$ cat config.mk
export PLATFORM = sky130hd
export DESIGN_NAME = top3_tracker_flat
export DESIGN_NICKNAME = d
export VERILOG_FILES = /design/src/rtl/sort_pkg.sv /design/src/rtl/top3_tracker_if.sv /design/src/rtl/top3_merge.sv /design/src/rtl/top3_tracker.sv /design/src/flat_wrapper.sv
export SDC_FILE = /design/constraint.sdc
export NUM_CORES = 1
export LEC_CHECK = 0
export ABC_AREA = 0
export BUFFER_PORTS_ARGS = -buffer_cell sky130_fd_sc_hd__buf_4
export CAP_MARGIN = 20
export CORE_MARGIN = 1
export CORE_UTILIZATION = 60
export CTS_BUF_LIST = sky130_fd_sc_hd__clkbuf_4
export CTS_CLUSTER_SIZE = 20
export DETAILED_ROUTE_END_ITERATION = 10
export GPL_TIMING_DRIVEN = 1
export PLACE_DENSITY = 0.92
export SYNTH_ARGS = -nofsm -noshare
export SYNTH_HDL_FRONTEND = slang
export SYNTH_HIERARCHICAL = 1
export SYNTH_SLANG_ARGS = --single-unit
$ cat constraint.sdc
create_clock -name clk -period 11.5 [get_ports clk]
set_input_delay 2.3 -clock clk [delete_from_list [all_inputs] [get_ports clk]]
set_output_delay 2.3 -clock clk [all_outputs]
set_load 0.05 [all_outputs]
$ cat src/rtl/sort_pkg.sv
// Shared types and defaults for the sorter and its downstream stages.
package sort_pkg;

    // Default value width used by the sort stages.
    localparam int unsigned SORT_WIDTH_DEFAULT = 3;

    // Frame tracker states.
    typedef enum logic [1:0] {
        IDLE  = 2'd0,
        ACCUM = 2'd1,
        DONE  = 2'd2
    } tt_state_t;

endpackage : sort_pkg

$ cat src/rtl/top3_tracker_if.sv
// Bus between the sorter side and the top-3 tracker.
//   master: drives start, the sorted input triple and out_ready; observes results/flags.
//   slave : the tracker; consumes the triple, drives top1..3, out_valid, busy, dropped.
interface top3_tracker_if #(
    parameter int unsigned WIDTH = sort_pkg::SORT_WIDTH_DEFAULT
);
    logic             start;
    logic             in_valid;
    logic [WIDTH-1:0] in_hi;
    logic [WIDTH-1:0] in_mid;
    logic [WIDTH-1:0] in_lo;
    logic [WIDTH-1:0] top1;
    logic [WIDTH-1:0] top2;
    logic [WIDTH-1:0] top3;
    logic             out_valid;
    logic             out_ready;
    logic             busy;
    logic             dropped;

    modport master (
        output start, in_valid, in_hi, in_mid, in_lo, out_ready,
        input  top1, top2, top3, out_valid, busy, dropped
    );

    modport slave (
        input  start, in_valid, in_hi, in_mid, in_lo, out_ready,
        output top1, top2, top3, out_valid, busy, dropped
    );
endinterface : top3_tracker_if

$ cat src/rtl/top3_merge.sv
// Combinational merge of two descending-sorted triples into the top three of
// all six values, sorted descending, duplicates kept.
//   a_hi/a_mid/a_lo : first sorted triple
//   b_hi/b_mid/b_lo : second sorted triple
//   top1_c..top3_c  : three largest values, top1_c >= top2_c >= top3_c
module top3_merge #(
    parameter int unsigned WIDTH = sort_pkg::SORT_WIDTH_DEFAULT
) (
    input  logic [WIDTH-1:0] a_hi,
    input  logic [WIDTH-1:0] a_mid,
    input  logic [WIDTH-1:0] a_lo,
    input  logic [WIDTH-1:0] b_hi,
    input  logic [WIDTH-1:0] b_mid,
    input  logic [WIDTH-1:0] b_lo,
    output logic [WIDTH-1:0] top1_c,
    output logic [WIDTH-1:0] top2_c,
    output logic [WIDTH-1:0] top3_c
);
    // Pairing a with b reversed: the pairwise maxima are exactly the top
    // three of the union, just not in order.
    logic [WIDTH-1:0] p;
    logic [WIDTH-1:0] q;
    logic [WIDTH-1:0] r;

    assign p = (a_hi  >= b_lo)  ? a_hi  : b_lo;
    assign q = (a_mid >= b_mid) ? a_mid : b_mid;
    assign r = (a_lo  >= b_hi)  ? a_lo  : b_hi;

    // Three compare-exchange stages to order p, q, r.
    logic [WIDTH-1:0] s1_hi;
    logic [WIDTH-1:0] s1_lo;
    logic [WIDTH-1:0] s2_hi;
    logic [WIDTH-1:0] s2_lo;

    assign s1_hi = (p >= q) ? p : q;
    assign s1_lo = (p >= q) ? q : p;

    assign s2_hi = (s1_lo >= r) ? s1_lo : r;
    assign s2_lo = (s1_lo >= r) ? r : s1_lo;

    assign top1_c = (s1_hi >= s2_hi) ? s1_hi : s2_hi;
    assign top2_c = (s1_hi >= s2_hi) ? s2_hi : s1_hi;
    assign top3_c = s2_lo;

endmodule : top3_merge

$ cat src/rtl/top3_tracker.sv
// Running top-3 tracker over a frame of FRAME_LEN sorted triples; presents
// the frame result with a valid/ready handshake. Never back-pressures input.
//   clk, rst         : clock, synchronous active-high reset
//   bus.start        : opens a frame when idle
//   bus.in_valid/in_*: sorted triple from the sorter
//   bus.top1..3      : running/final top-3
//   bus.out_valid    : final result available (held until out_ready)
//   bus.busy         : frame in progress
//   bus.dropped      : sticky, a triple was discarded since the last start
module top3_tracker
    import sort_pkg::*;
#(
    parameter int unsigned WIDTH     = SORT_WIDTH_DEFAULT,
    parameter int unsigned FRAME_LEN = 4,
    parameter int unsigned CNT_W     = $clog2(FRAME_LEN + 1)
) (
    input  logic           clk,
    input  logic           rst,
    top3_tracker_if.slave  bus
);

    localparam logic [CNT_W-1:0] LAST_CNT = CNT_W'(FRAME_LEN - 1);

    tt_state_t        state_q;
    tt_state_t        state_d;
    logic [WIDTH-1:0] top1_q;
    logic [WIDTH-1:0] top2_q;
    logic [WIDTH-1:0] top3_q;
    logic [WIDTH-1:0] top1_d;
    logic [WIDTH-1:0] top2_d;
    logic [WIDTH-1:0] top3_d;
    logic [CNT_W-1:0] cnt_q;
    logic [CNT_W-1:0] cnt_d;
    logic             dropped_q;
    logic             dropped_d;
    logic             busy_q;
    logic             out_valid_q;
    logic [WIDTH-1:0] mrg1_c;
    logic [WIDTH-1:0] mrg2_c;
    logic [WIDTH-1:0] mrg3_c;

    // Merge the incoming triple into the running top-3.
    top3_merge #(
        .WIDTH (WIDTH)
    ) u_merge (
        .a_hi   (top1_q),
        .a_mid  (top2_q),
        .a_lo   (top3_q),
        .b_hi   (bus.in_hi),
        .b_mid  (bus.in_mid),
        .b_lo   (bus.in_lo),
        .top1_c (mrg1_c),
        .top2_c (mrg2_c),
        .top3_c (mrg3_c)
    );

    // Next-state and datapath update.
    always_comb begin
        state_d   = state_q;
        top1_d    = top1_q;
        top2_d    = top2_q;
        top3_d    = top3_q;
        cnt_d     = cnt_q;
        dropped_d = dropped_q;

        unique case (state_q)
            IDLE: begin
                if (bus.in_valid) begin
                    dropped_d = 1'b1;
                end
                // start clears everything, including a drop in the same cycle
                if (bus.start) begin
                    state_d   = ACCUM;
                    top1_d    = '0;
                    top2_d    = '0;
                    top3_d    = '0;
                    cnt_d     = '0;
                    dropped_d = 1'b0;
                end
            end
            ACCUM: begin
                if (bus.in_valid) begin
                    top1_d = mrg1_c;
                    top2_d = mrg2_c;
                    top3_d = mrg3_c;
                    cnt_d  = cnt_q + CNT_W'(1);
                    if (cnt_q == LAST_CNT) begin
                        state_d = DONE;
                    end
                end
            end
            DONE: begin
                if (bus.in_valid) begin
                    dropped_d = 1'b1;
                end
                // out_valid is asserted throughout DONE
                if (bus.out_ready) begin
                    state_d = IDLE;
                end
            end
            default: begin
                state_d = IDLE;
            end
        endcase
    end

    // State and output registers; status flags registered from next state.
    always_ff @(posedge clk) begin
        if (rst) begin
            state_q     <= IDLE;
            top1_q      <= '0;
            top2_q      <= '0;
            top3_q      <= '0;
            cnt_q       <= '0;
            dropped_q   <= 1'b0;
            busy_q      <= 1'b0;
            out_valid_q <= 1'b0;
        end else begin
            state_q     <= state_d;
            top1_q      <= top1_d;
            top2_q      <= top2_d;
            top3_q      <= top3_d;
            cnt_q       <= cnt_d;
            dropped_q   <= dropped_d;
            busy_q      <= (state_d == ACCUM);
            out_valid_q <= (state_d == DONE);
        end
    end

    assign bus.top1      = top1_q;
    assign bus.top2      = top2_q;
    assign bus.top3      = top3_q;
    assign bus.out_valid = out_valid_q;
    assign bus.busy      = busy_q;
    assign bus.dropped   = dropped_q;

endmodule : top3_tracker

$ cat src/flat_wrapper.sv
// flat-port wrapper written by rule: the top's interface ports become plain ports
module top3_tracker_flat import sort_pkg::*;
#(
    parameter int unsigned WIDTH     = SORT_WIDTH_DEFAULT,
    parameter int unsigned FRAME_LEN = 4,
    parameter int unsigned CNT_W     = $clog2(FRAME_LEN + 1)
)
  (clk, rst, bus_start, bus_in_valid, bus_in_hi, bus_in_mid, bus_in_lo, bus_out_ready, bus_top1, bus_top2, bus_top3, bus_out_valid, bus_busy, bus_dropped);
  top3_tracker_if #(.WIDTH(WIDTH)) bus_i ();
  input  logic clk;
  input  logic rst;
  input wire logic [$bits(bus_i.start)-1:0] bus_start;
  input wire logic [$bits(bus_i.in_valid)-1:0] bus_in_valid;
  input wire logic [$bits(bus_i.in_hi)-1:0] bus_in_hi;
  input wire logic [$bits(bus_i.in_mid)-1:0] bus_in_mid;
  input wire logic [$bits(bus_i.in_lo)-1:0] bus_in_lo;
  input wire logic [$bits(bus_i.out_ready)-1:0] bus_out_ready;
  output wire logic [$bits(bus_i.top1)-1:0] bus_top1;
  output wire logic [$bits(bus_i.top2)-1:0] bus_top2;
  output wire logic [$bits(bus_i.top3)-1:0] bus_top3;
  output wire logic [$bits(bus_i.out_valid)-1:0] bus_out_valid;
  output wire logic [$bits(bus_i.busy)-1:0] bus_busy;
  output wire logic [$bits(bus_i.dropped)-1:0] bus_dropped;
  assign bus_i.start = bus_start;
  assign bus_i.in_valid = bus_in_valid;
  assign bus_i.in_hi = bus_in_hi;
  assign bus_i.in_mid = bus_in_mid;
  assign bus_i.in_lo = bus_in_lo;
  assign bus_i.out_ready = bus_out_ready;
  assign bus_top1 = bus_i.top1;
  assign bus_top2 = bus_i.top2;
  assign bus_top3 = bus_i.top3;
  assign bus_out_valid = bus_i.out_valid;
  assign bus_busy = bus_i.busy;
  assign bus_dropped = bus_i.dropped;
  top3_tracker #(.WIDTH(WIDTH), .FRAME_LEN(FRAME_LEN), .CNT_W(CNT_W)) u_core (.clk(clk), .rst(rst), .bus(bus_i));
endmodule
==> results of run 1 <==
[layout by cell type (no fill, tap or decap), types with 3 or more instances in the layout]
cell / n
inv_1: 18
mux2_2: 6
a221oi_1: 4
clkbuf_4: 3
a21oi_1: 7
o22ai_1: 6
mux2i_1: 22
nand2_1: 18
nor2_1: 9
ha_1: 20
buf_4: 26
dfxtp_1: 17
mux2_4: 3
nand2b_1: 15
[cell type report]
cell class / count / area share
Clock buffer: 3 / 0.01224
Sequential cell: 17 / 0.1849
Tap cell: 30 / 0.02039
Multi-Input combinational cell: 145 / 0.6370
Clock inverter: 1 / 0.002719
Timing Repair Buffer: 26 / 0.1060
Inverter: 18 / 0.03671
[through the flow]
step                      hold WS [ps]  instances  worst slack [ps]
after detailed placement         473.8        236              3938
after global routing             500.4        240              3648
after CTS                        487.3        240              4218
after global placement           459.3        236              4098
after floorplan                  449.0        185              4650
final                            485.4        240              4155
[cell families (layout without fill, tap and decap cells)]
| family | after synthesis | after routing |
|---|---|---|
| DFF | 17 | 17 |
| adders and majority gates | 20 | 20 |
| buffers and inverters | 23 | 48 |
| and+or+nand+nor | 58 | 58 |
| AOI/OAI and AO/OA | 36 | 36 |
| muxes | 31 | 31 |
[sequential cells by signal (all words and copies together) (netlist names)]
register / flops
u_core/bus.dropped: 1
u_core/cnt_q: 3
u_core/bus.out_valid: 1
u_core/bus.top1: 3
u_core/bus.busy: 1
u_core/state_q: 2
u_core/bus.top2: 3
u_core/bus.top3: 3
[layer usage]
metal  vias up  share of wire  routed length, um
met5         -              0                  0
met4         0          0.017                 59
met3         7          0.030                103
met2        35           0.50               1752
met1       655           0.45               1575
li1        708              -                  -
[worst paths after layout]
path / startpoint / endpoint / slack [ps] / cells after the start
worst min-delay path: u_core/cnt_q[1]$_SDFFE_PP0P_ / u_core/cnt_q[1]$_SDFFE_PP0P_ / 490 / 2
worst max-delay path: bus_in_mid[2] / u_core/bus.top2[0]$_SDFFE_PP0P_ / 4150 / 25
worst min register to register: u_core/cnt_q[1]$_SDFFE_PP0P_ / u_core/cnt_q[1]$_SDFFE_PP0P_ / 490 / 2
worst max register to register: u_core/bus.top2[0]$_SDFFE_PP0P_ / u_core/bus.top2[0]$_SDFFE_PP0P_ / 5840 / 24
[worst min-delay path: stages, from the launching register on]
cell	delay, ps
dfxtp_1	330
nand2b_1	60
mux2i_1	50
==> impl_metrics.toml, run 1 <==
[run_status]
outcome = "finished, final reports clean"

[synth]
synth_mux_area_frac = 0.2054
yosys_warnings = 6
synthAdderAreaFrac = 0.1544
avgSynthCellArea_um2 = 8.758
synth_enable_flop_cells = 0
synth_ff_type = "dfxtp_1"
synth_common_cells = "mux2i_1 (22), ha_1 (20), inv_1 (18), nand2_1 (18), dfxtp_1 (17)"
yosys.area_share.simple = 0.2015
ys_ff_latch = 17
syn_inst = 185
synth-compound-area-share = 0.1622
synth_top_area_share = 0.2100
synthTopCellsByArea = "dfxtp_1 (21%), ha_1 (15%), mux2i_1 (14%)"
synthArstFlopShare = 0
synth_top_family_by_area = "multiplexers"
yosysUniqueCellTypes = 38
syn_area_mm2 = 0.001620
synth_xor_area_frac = 0
syn-num-nets = 219
yosysTopAreaCell = "dfxtp_1"
yosysSeqAreaShare = 0.2100
yosysMostFrequentCell = "mux2i_1"

[floorplan]
io_pins = 26
die_area_mm2 = 0.002912
die_h_um = 53.97
fp.dieW_um = 53.97
start_util = 0.6424
core_area_mm2 = 0.002522
rows = 18

[job]
maxCapViolCount = 0

[timing]
grt_setup_unrepaired = "false"
setup_viol = 0
slew_viol_final = 0
finalSetupTns_ps = 0
fmax_mhz = 136.1
hold_viol_final = 0
fin_skew_ps = 4.156
min_period_ps = 7345
maxSlewHeadroom = 0.6186
max_slew.worst_pin.slew_ps = 566.2
finalCritPeriodShare = 0.6387

[final_layout]
multiInputGateArea_mm2 = 0.001172
nFillCells = 193
area_growth_pct = 13.59
antennaDiodeCount = 0
regArea_um2 = 340.3
nNetsFinal = 245
final_area_mm2 = 0.001841
final_util = 0.7297
layout-drive-gt1-share = 0.2476

[critical_path]
cp_top_family = "compound AO/OA/AOI/OAI gates"
start_kind = "input pin"
worst_path_max_delay_cell = "mux2i_1"
critPathCaptureType = "flip-flop"
cp.arrival_ps = 7580
cp_common_cell = "ha_1"
critPathMaxStageDelay_ps = 390
worst-path-buf-inv = 4
crit_fanout = 10
critical_path_class = "in -> reg"
cp.required_ps = 11730

[detailed_routing]
drc = 0
vias = 1405
drt-pass1-iter-count = 4
wire_per_inst_um = 14.55
vias_per_cell = 5.854
ant_nets = 0
drt-initial-drc-count = 23
wl_um = 3491

[grt]
grtUsageMet3 = 0.01977
overflow = 0
grtUsageMet1 = 0.3412
grt_max_degree = 19
grt.busiest_layer = "met2"
grt_pass1_wl_um = 5940
grt_usage = 0.2804
first_global_vias = 1355
antenna_found_initial = 0
grtUsageMet2 = 0.5021

[clock_tree]
cts_resized = 0
clockBufferDepth = 2
cts_root_buf = "clkbuf_4"
clock_sinks = 17
clock_latency_ps = 300
cts_max_level = 1
cts_buffers = 3
hold_buffers = 0
cts_tree = "yes"
postCtsSetupBuffers = 0
path_clk_slew_ps = 90

[worst_hold_path]
hp-class = "reg -> reg"

[placement]
io_buffers = 25
gp_congestion = 0.9104
dp_hpwl_um = 2854
dpl_cell_area_mm2 = 0.001813
Power of run 1 is left out: the tool's default activity adds up to more than one toggle a clock period on the data nets, which glitch-free logic cannot reach.
==> run 2, diff against run 1 <==
- CORE_UTILIZATION: 60 -> 59
- PLACE_DENSITY: 0.92 -> 0.91
- clock period: 11.5 -> 6.8 ns (I/O delays scaled with it)
==> run 2 against run 1 <==
Net effect:
- clock-buffer cell count is 1 higher
- cell area up 1.4%
- cell count rose by 1.3%
- core utilization rose by 0.34 points
- non-clock buffer count rose by 3
- critical path depth unchanged
- largest cell class unchanged
==> impl_metrics.toml, run 2 (synthesis gave the netlist of run 1 again) <==
[run_status]
outcome = "finished, final reports clean"

[clock_tree]
clock_sinks = 17
cts_resized = 0
hold_buffers = 0
path_clk_slew_ps = 90
postCtsSetupBuffers = 0
clock_latency_ps = 290
cts_max_level = 1
clockBufferDepth = 2
cts_tree = "yes"
cts_buffers = 3
cts_root_buf = "clkbuf_4"

[floorplan]
fp.dieW_um = 54.41
start_util = 0.6367
rows = 18
die_h_um = 54.41
core_area_mm2 = 0.002545
io_pins = 26
die_area_mm2 = 0.002960

[critical_path]
reg2reg_depth = 24
start_kind = "input pin"
critical_path_class = "in -> reg"
cp.arrival_ps = 6580
reg2reg_from = "u_core/bus.top2[0]$_SDFFE_PP0P_"
cp.required_ps = 7030
rr_endpoint = "u_core/bus.top1[0]$_SDFFE_PP0P_"
critPathCaptureType = "flip-flop"
r2r_slack_ps = 1190
crit_fanout = 9
worstSetupEndpoint = "u_core/bus.top1[0]$_SDFFE_PP0P_"
startpoint = "bus_in_mid[2]"

[final_layout]
final_cell_mix = "buf_4 (29), mux2i_1 (22), ha_1 (20)"
antennaDiodeCount = 0
nNetsFinal = 248
area_growth_pct = 15.14
final_common_cell = "buf_4"
layout-drive-gt1-share = 0.2582

[grt]
grt_usage = 0.2558
overflow = 0
grt_max_degree = 19
first_global_vias = 1343
antenna_found_initial = 0
grt_pass1_wl_um = 5499

[placement]
dp_hpwl_um = 2662
gp_congestion = 0.8852
io_buffers = 25

[timing]
maxSlewHeadroom = 0.5553
max_slew.worst_pin.slew_ps = 660.0
grt_setup_unrepaired = "false"
fmax_mhz = 157.4
min_period_ps = 6352
fin_skew_ps = 1.878
setup_viol = 0
hold_viol_final = 0
finalSetupTns_ps = 0
slew_viol_final = 0
finalCritPeriodShare = 0.9340

[detailed_routing]
vias_per_cell = 5.708
drc = 0
wire_per_inst_um = 13.59
drt-initial-drc-count = 17
wl_um = 3302
vias = 1387
ant_nets = 0
drt-pass1-iter-count = 4

[job]
maxCapViolCount = 0

[worst_hold_path]
hold_depth = 2
hp-class = "reg -> reg"
## run 2: changes by cell type in the layout (fill, tap and decap cells not counted)
| cell | delta |
|---|---|
| buf_4 | +3 |
| clkbuf_4 | +1 |
| clkinv_2 | -1 |
## run 2: critical path, stage by stage
cell      delay, ps
buf_4            80
inv_1            30
ha_1            300
nand2_1          80
o21ai_2         210
mux2i_1         450
inv_1            90
ha_1            270
nand2b_1        150
a211o_1         380
nand2_4         140
mux2_2          380
ha_1            280
nor2b_1          40
o21ai_0         230
buf_4           230
mux2i_1         220
ha_1            270
a21oi_1         180
o21ai_0         280
o211ai_1        250
nand2_1         120
a221oi_1        320
nand2_1          90
mux2i_1         140
## run 2: worst min path at each step
stage,start,end
after global routing,u_core/cnt_q[0]$_SDFFE_PP0P_,u_core/cnt_q[0]$_SDFFE_PP0P_
after CTS,u_core/cnt_q[2]$_SDFFE_PP0P_,u_core/cnt_q[2]$_SDFFE_PP0P_
after floorplan,u_core/cnt_q[2]$_SDFFE_PP0P_,u_core/cnt_q[2]$_SDFFE_PP0P_
after global placement,u_core/cnt_q[2]$_SDFFE_PP0P_,u_core/cnt_q[2]$_SDFFE_PP0P_
after detailed placement,u_core/cnt_q[2]$_SDFFE_PP0P_,u_core/cnt_q[2]$_SDFFE_PP0P_
final,u_core/cnt_q[2]$_SDFFE_PP0P_,u_core/cnt_q[2]$_SDFFE_PP0P_
## run 2: layer usage
layer | up-vias | part of all wire | GRT usage
met5 | - | 0 | 0
met4 | 0 | 0.010 | 0.06838
met3 | 7 | 0.046 | 0.05000
met2 | 36 | 0.50 | 0.4797
met1 | 628 | 0.44 | 0.2890
li1 | 716 | - | -
## run 2: area by class of cell
type / count / area (um^2)
clock buffers: 4 / 30.03
fillers: 209 / 679.4
inverters: 18 / 67.56
multi-input cells: 145 / 1172
flip-flops and latches: 17 / 340.3
well taps: 30 / 37.54
repair buffers: 29 / 217.7
## run 2: stage by stage
step | setup WS [ps] | instance area (um^2) | cells | utilization | hold WS [ps]
after global placement | 410.2 | 1836 | 239 | 0.7212 | 460.8
after detailed placement | 243.0 | 1836 | 239 | 0.7212 | 472.1
after floorplan | 890.1 | 1620 | 185 | - | 449.0
final | 448.5 | 1866 | 243 | 0.7330 | 483.6
after global routing | 94.97 | 1866 | 243 | 0.7330 | 509.8
after CTS | 543.5 | 1866 | 243 | 0.7330 | 488.3
Power of run 2 is left out for the same reason.
